## config.mk

```make
export PLATFORM = sky130hd
export DESIGN_NAME = ps2_rx_fifo
export DESIGN_NICKNAME = d
export VERILOG_FILES = /design/src/rtl/ps2_pkg.sv /design/src/rtl/sync_fifo.sv /design/src/rtl/ps2_rx_fifo.sv
export SDC_FILE = /design/constraint.sdc
export NUM_CORES = 1
export LEC_CHECK = 0
export CAP_MARGIN = 0
export CORE_MARGIN = 4
export CORE_UTILIZATION = 40
export DETAILED_ROUTE_END_ITERATION = 8
export GPL_TIMING_DRIVEN = 0
export RECOVER_POWER = 50
export SLEW_MARGIN = 20
export SYNTH_ARGS = -nofsm -noshare
export SYNTH_HDL_FRONTEND = slang
export SYNTH_SLANG_ARGS = --single-unit
```

## constraint.sdc

```tcl
create_clock -name clk -period 2.9 [get_ports clk]
set_input_delay 0.435 -clock clk [delete_from_list [all_inputs] [get_ports clk]]
set_output_delay 0.435 -clock clk [all_outputs]
set_load 0.005 [all_outputs]
```

## src/rtl/ps2_pkg.sv

```systemverilog
// rtl/ps2_pkg.sv - PS/2 frame layout, scan-code constants and sizing helper
package ps2_pkg;

  localparam int PS2_FRAME_BITS = 11;
  localparam int START_IDX      = 0;
  localparam int PAR_IDX        = 9;
  localparam int STOP_IDX       = 10;

  localparam logic [7:0] BREAK_CODE = 8'hF0;
  localparam logic [7:0] EXT_CODE   = 8'hE0;

  // Bits needed to index 'value' entries; constant-evaluable for parameters.
  function automatic int clog2(input int value);
    int r;
    r = 0;
    while ((1 << r) < value) r++;
    return r;
  endfunction

endpackage

```

## src/rtl/sync_fifo.sv

```systemverilog
// rtl/sync_fifo.sv - single-clock fall-through FIFO with extra-MSB full/empty pointers
module sync_fifo
  import ps2_pkg::*;
#(
  parameter int WIDTH = 8,
  parameter int DEPTH = 8
) (
  input  logic             clk,
  input  logic             rst,
  input  logic             push,
  input  logic [WIDTH-1:0] push_data,
  input  logic             pop,
  output logic [WIDTH-1:0] head,
  output logic             empty,
  output logic             full
);

  localparam int AW = clog2(DEPTH);

  logic [WIDTH-1:0] mem [DEPTH];
  logic [AW:0]      wr_ptr;
  logic [AW:0]      rd_ptr;
  logic             do_push;
  logic             do_pop;

  assign empty = (wr_ptr == rd_ptr);
  assign full  = (wr_ptr[AW] != rd_ptr[AW]) && (wr_ptr[AW-1:0] == rd_ptr[AW-1:0]);

  // A pop frees the slot the same cycle, so a full FIFO still takes a push then.
  assign do_pop  = pop & ~empty;
  assign do_push = push & (~full | do_pop);

  assign head = mem[rd_ptr[AW-1:0]];

  always_ff @(posedge clk) begin
    if (rst) begin
      wr_ptr <= '0;
      rd_ptr <= '0;
    end else begin
      if (do_push) wr_ptr <= wr_ptr + (AW+1)'(1);
      if (do_pop)  rd_ptr <= rd_ptr + (AW+1)'(1);
    end
  end

  always_ff @(posedge clk) begin
    if (do_push) mem[wr_ptr[AW-1:0]] <= push_data;
  end

endmodule

```

## src/rtl/ps2_rx_fifo.sv

```systemverilog
// rtl/ps2_rx_fifo.sv - PS/2 device-to-host receiver feeding a scan-code FIFO
module ps2_rx_fifo
  import ps2_pkg::*;
#(
  parameter int FIFO_DEPTH     = 8,
  parameter int TIMEOUT_CYCLES = 50000
) (
  input  logic       clk,
  input  logic       rst,
  input  logic       ps2_clk,
  input  logic       ps2_data,
  input  logic       host_valid_n,
  output logic [7:0] data,
  output logic       device_ready,
  output logic       overflow,
  output logic       frame_err
);

  localparam int WD_W = clog2(TIMEOUT_CYCLES);

  logic [2:0]                clk_sync;
  logic [1:0]                dat_sync;
  logic                      fall;
  logic [3:0]                bit_cnt;
  logic [PS2_FRAME_BITS-1:0] shreg;
  logic                      frame_done;
  logic                      frame_good;
  logic                      push_req;
  logic [7:0]                push_byte;
  logic [WD_W-1:0]           wd_cnt;
  logic                      pop;
  logic [7:0]                fifo_head;
  logic                      fifo_empty;
  logic                      fifo_full;

  assign fall = clk_sync[2] & ~clk_sync[1];

  assign frame_good = ~shreg[START_IDX] & shreg[STOP_IDX] & (^shreg[PAR_IDX:START_IDX+1]);

  assign device_ready = ~fifo_empty;
  assign pop          = device_ready & ~host_valid_n;
  assign data         = device_ready ? fifo_head : 8'h00;

  always_ff @(posedge clk) begin
    if (rst) begin
      clk_sync   <= 3'b111;
      dat_sync   <= 2'b11;
      bit_cnt    <= '0;
      shreg      <= '0;
      frame_done <= 1'b0;
      push_req   <= 1'b0;
      push_byte  <= '0;
      wd_cnt     <= '0;
      frame_err  <= 1'b0;
      overflow   <= 1'b0;
    end else begin
      clk_sync   <= {clk_sync[1:0], ps2_clk};
      dat_sync   <= {dat_sync[0], ps2_data};
      frame_done <= 1'b0;
      frame_err  <= 1'b0;

      if (fall) begin
        shreg  <= {dat_sync[1], shreg[PS2_FRAME_BITS-1:1]};
        wd_cnt <= '0;
        if (bit_cnt == 4'(STOP_IDX)) begin
          bit_cnt    <= '0;
          frame_done <= 1'b1;
        end else begin
          bit_cnt <= bit_cnt + 4'd1;
        end
      end else if (bit_cnt != 4'd0) begin
        // Device stopped clocking mid-frame: drop the partial frame.
        if (wd_cnt == WD_W'(TIMEOUT_CYCLES - 1)) begin
          bit_cnt   <= '0;
          wd_cnt    <= '0;
          frame_err <= 1'b1;
        end else begin
          wd_cnt <= wd_cnt + WD_W'(1);
        end
      end else begin
        wd_cnt <= '0;
      end

      push_req  <= frame_done & frame_good;
      push_byte <= shreg[PAR_IDX-1:START_IDX+1];
      if (frame_done & ~frame_good) frame_err <= 1'b1;

      if (push_req & fifo_full & ~pop) overflow <= 1'b1;
    end
  end

  sync_fifo #(
    .WIDTH (8),
    .DEPTH (FIFO_DEPTH)
  ) u_fifo (
    .clk       (clk),
    .rst       (rst),
    .push      (push_req),
    .push_data (push_byte),
    .pop       (pop),
    .head      (fifo_head),
    .empty     (fifo_empty),
    .full      (fifo_full)
  );

endmodule

```

Yosys cells after proc, flatten, opt, wreduce, memory -nomap -nowiden:

Memories as Yosys holds them, arrays and structs flattened. A register that Yosys moved wholly into a read port is not among the register bits.
Cells that the tools add are included.

* register bits after elaboration: 56
* memories: 1
* logic and storage cells: 64
* memory bits (writable): 64
* input bits: 5

* bitwise logic cells: 20
* reductions and logical operators: 8
* mux-type cells: 14
* $add $sub $neg: 4
* equality and inequality tests: 5

Memory list
* u_fifo.mem: words 8, bits a word 8, read ports 1, clocked after Yosys merged registers in 1, write ports 1, line sync_fifo.sv:20 `logic [WIDTH-1:0] mem [DEPTH];`

Operators by type and width (count)
* $add A16 B1 Y16 const B: 1
* $eq A16 B16 Y1 const B: 1
* $mux W4: 4
* $add A4 B1 Y4 const B: 3
* $and A1 B1 Y1: 10
* $not A1 Y1: 9
* $reduce_xor A9 Y1: 1
* $mux W8: 1
* $mux W1: 7
* $mux W3: 2
* $eq A4 B4 Y1: 1
* $eq A4 B4 Y1 const B: 1
* $reduce_bool A2 Y1: 2
* $reduce_bool A4 Y1: 1
* $reduce_or A4 Y1: 1
* $eq A3 B3 Y1: 1
* $reduce_and A2 Y1: 1
* $reduce_or A2 Y1: 1
* $logic_and A1 B1 Y1: 1
* $ne A1 B1 Y1: 1
* $or A1 B1 Y1: 1

Logic depth before layout (Yosys ltp):

* depth in word-level cells: 8
* depth in mapped cells: 8
* depth with buffers taken out: 7

By module:

From an unflattened synthesis, not the netlist that was laid out.

* cell total of the unflattened synthesis: 388
* area, all modules: 5049.8 µm²

Modules (own cells, without submodules)
* sync_fifo: times used 1, area each 3016.6 µm², cells each 164
* ps2_rx_fifo: times used 1, area each 2033.2 µm², cells each 224

Worst setup path before layout:

No wires, ideal clock.

* path type: register -> register
* start point: reg u_fifo.wr_ptr[0]
* end point: mem u_fifo.mem[0][0], enable pin
* data arrival time: 1.769 ns
* cell stages (with the launch flop): 6
* path slack: 0.737 ns
* path through: dfxtp_1 buf_2 xor2_1 or3_1 o21ai_2 nor4_1

* cells in the longest elaborated chain, start to end: 8

Ends and longest elaborated chain
* start, declared: line sync_fifo.sv:21 `logic [AW:0] wr_ptr;`
* start signal, assigned: line sync_fifo.sv:40 `if (do_push) wr_ptr <= wr_ptr + (AW+1)'(1);`
* $eq A4 B4 Y1: line sync_fifo.sv:26 `assign empty = (wr_ptr == rd_ptr);`
* $not A1 Y1: line sync_fifo.sv:30, ps2_rx_fifo.sv:40
* $and A1 B1 Y1: line ps2_rx_fifo.sv:41 `assign pop = device_ready & ~host_valid_n;`
* $and A1 B1 Y1: line sync_fifo.sv:30 `assign do_pop = pop & ~empty;`
* $or A1 B1 Y1: line sync_fifo.sv:31 `assign do_push = push & (~full | do_pop);`
* $and A1 B1 Y1: line sync_fifo.sv:31
* $mux W1: line sync_fifo.sv:46 `if (do_push) mem[wr_ptr[AW-1:0]] <= push_data;`
* $mux W1 (not written as such): line sync_fifo.sv:46
* end, declared: line sync_fifo.sv:20

Several ways; a longest one is shown, not always the timed one.

Worst setup path after layout:

* start point: reg u_fifo.wr_ptr[1]
* end point: out data[0]

* cells in the longest elaborated chain, start to end: 2

Ends and longest elaborated chain
* $eq A4 B4 Y1: line sync_fifo.sv:26
* $mux W8: line ps2_rx_fifo.sv:42 `assign data = device_ready ? fifo_head : 8'h00;`
* end, declared: line ps2_rx_fifo.sv:13 `output logic [7:0] data,`

Every way passes these cells.

==> impl_metrics.json <==
{
  "outcome": "finished clean",
  "cts_tree": "yes",
  "ys_top_cells_by_area": "edfxtp_1, dfxtp_1, mux4_2",
  "path_buf_inv": 2,
  "synthTopCellsByCount": "edfxtp_1, dfxtp_1, nor2_1, nand2_1, xor2_1",
  "htreeDepth": 4,
  "num_io_pins": 16,
  "syn_area_mm2": 0.00481,
  "overflow": 0,
  "cp.arrival_ps": 2250,
  "r2r_slack_ps": 430,
  "synth_cell_type_count": 38,
  "final_util_pct": 49.8,
  "synth_mux_area_share_pct": 9.60,
  "routed_wl_um": 8600,
  "rsz0062_at_grt": "false",
  "synth_xor_area_share_pct": 5.75,
  "hold_viol": 0,
  "critPathTopFamily": "buffers and inverters",
  "nets": 415,
  "drtPass1Iterations": 4,
  "synth_nets": 379,
  "synthSimpleGateAreaFrac_pct": 14.3,
  "synth_top_family_by_area": "simple AND/OR/NAND/NOR gates",
  "num_vias": 2796,
  "ys_warn_count": 0,
  "areaGrowthSynthToFinish_pct": 20.3,
  "path_cells": "xor2_1 -> nor4_4 -> clkbuf_4 -> nor2_1 -> clkdlybuf4s50_1",
  "grt_max_degree": 17,
  "gp_congestion": 0.737,
  "num_rows": 39,
  "fin_crit_sh_pct": 92.6,
  "final_cell_area_mm2": 0.00579,
  "p_leak_nw": 2.00,
  "tightestPinTransition_ps": 963,
  "synth_top_area_share_pct": 39.9,
  "seq_area_frac_synth_pct": 64.5,
  "period_needed_ps": 2680,
  "fin_setup_tns_ps": 0,
  "synth_fa_ha_area_share_pct": 1.56,
  "design.core.area_mm2": 0.0116,
  "ys_ff_latch": 123,
  "clock-skew-final_ps": 6.62,
  "grt_pass1_vias": 2856,
  "cp_slowest_cell": "dfxtp_1",
  "grt_pass1_wl_um": 14400,
  "path_class": "register to primary output",
  "maxCapViolations": 0,
  "yosys.area.top_type": "edfxtp_1",
  "async_reset_ff_share_pct": 0,
  "clkTransAtPathRegs_ps": 50,
  "layout-drive-gt1-share_pct": 16.8,
  "slew_headroom_pct": 35.6,
  "worst_setup_path_start_kind": "register",
  "critPathCaptureType": "primary output",
  "max_freq_mhz": 372,
  "antenna_left": 0,
  "hold_path.class": "register to register",
  "synth_cells": 368,
  "clock_sinks": 123,
  "pwr_density_cell_mw_per_mm2": 672,
  "clock_latency_ps": 410,
  "antenna_found_initial": 0,
  "cpPeakStageDelay_ps": 500,
  "slew_violations": 0,
  "clockBufferDepth": 2,
  "routedWlPerCell_um": 15.4,
  "drcViolationCount": 0,
  "synth_edf_count": 64,
  "die_h_um": 118,
  "antenna_cells": 0,
  "hpwl_um": 5730,
  "synth_area_per_cell_um2": 13.1,
  "post_cts_buffers": 0,
  "place_area_mm2": 0.00519,
  "groute.usage.overall_pct": 13.5,
  "drtIter0Drc": 120,
  "root_buffer": "clkbuf_16",
  "ir_drop_mv": 0.464,
  "fp.dieArea_mm2": 0.0138,
  "synth_compound_area_share_pct": 2.21,
  "synth_ff_type": "edfxtp_1",
  "setup_viol": 0,
  "synth_most_common_cell": "edfxtp_1",
  "avgViaCountPerCell": 4.99,
  "required_ps": 2470,
  "die_w_um": 118,
  "path_max_fanout": 10,
  "start_util_pct": 41.4,
  "io_buffers": 15,
  "cts_buffers": 17,
  "hold_buffers": 0
}
repair_timing:
item,CTS,global route
pin swaps,0,0
endpoints found under the setup margin,9,9
resized for setup,6,6
final timing paths:
kind | from | cells past startpoint | end
hold / removal | dat_sync[0]$_SDFF_PP1_ | 1 | dat_sync[1]$_SDFF_PP1_
setup / recovery | u_fifo.wr_ptr[1]$_SDFFE_PP0P_ | 5 | data[0]
hold reg to reg | dat_sync[0]$_SDFF_PP1_ | 1 | dat_sync[1]$_SDFF_PP1_
setup reg to reg | u_fifo.wr_ptr[2]$_SDFFE_PP0P_ | 5 | u_fifo.mem[6][1]$_DFFE_PP_
metrics by stage:
stage	hold slack (ps)	total power [mW]	setup slack, ps	instances
after CTS	407	3.93	58.0	560
after detailed placement	394	1.90	47.5	529
after global placement	392	1.89	-372	526
final	405	3.89	215	560
after global routing	426	4.02	26.3	560
after floorplan	389	1.88	737	368
final cells by class:
type | count | area (um2)
fill | 1013 | 5830
sequential | 123 | 3100
multi-input combinational | 223 | 1630
clock buffer | 20 | 457
tap | 143 | 179
timing repair buffer | 18 | 173
clock inverter | 12 | 121
buffer | 15 | 97.6
inverter | 6 | 22.5
layer usage:
layer | track usage, % | wire length (um) | part of all wire [%] | vias up
met4 | 6.59 | 176 | 2.0 | 0
met3 | 4.18 | 303 | 3.5 | 17
li1 | - | - | - | 1379
met2 | 22.1 | 4260 | 50 | 50
met5 | 0 | 0 | 0 | -
met1 | 16.2 | 3860 | 45 | 1350
kinds of logic after synthesis:
family,Yosys count
xor+xnor,30
flops,123
compound gates,19
simple gates,142
fa+ha+maj,6
mux,26
buf+inv,22
layout by cell type, fill, tap and decap left out, drive strengths merged, types with 2 or more instances in the layout:
cell	netlist	final
edfxtp	64	64
dfxtp	59	59
nor2	45	45
nand2	40	40
clkbuf	7	29
xor2	18	18
mux4	16	16
clkdlybuf4s50	0	12
xnor2	11	11
nand3	11	11
a21oi	10	10
mux2i	9	9
nor2b	9	9
buf	9	9
inv	6	7
clkinv	0	7
ha	6	6
nor3	6	6
nand2b	5	5
or2	5	5
o21ai	5	5
or3	3	3
nand4	3	3
nor3b	3	3
and3	3	3
dlygate4sd3	0	3
nor4	3	3
o211ai	2	2
or4b	2	2
nand3b	2	2
a31oi	2	2
clkinvlp	0	2
bufinv	0	2
worst register-to-register path, stage by stage (launching register included):
cell	delay, ps
dfxtp_1	300
buf_2	210
xor2_1	310
or3_1	240
o211ai_1	230
nor2_1	800
flip-flops by register name, summed over array words and instances, names as in the netlist, 2 cells and up, named ones only:
register / cells
dat_sync: 2
shreg: 11
push_byte: 8
u_fifo.rd_ptr: 4
bit_cnt: 4
clk_sync: 3
u_fifo.mem: 64
u_fifo.wr_ptr: 4
wd_cnt: 16
report_power, final:
group	switching, mW	total [mW]	leakage [nW]	internal (mW)
Clock	0.732	2.03	0.283	1.30
Combinational	0.0225	0.0358	0.670	0.0133
Sequential	0.00295	1.82	1.05	1.82
Total	0.757	3.89	2.00	3.13
(Power assumes the default switching activity.)
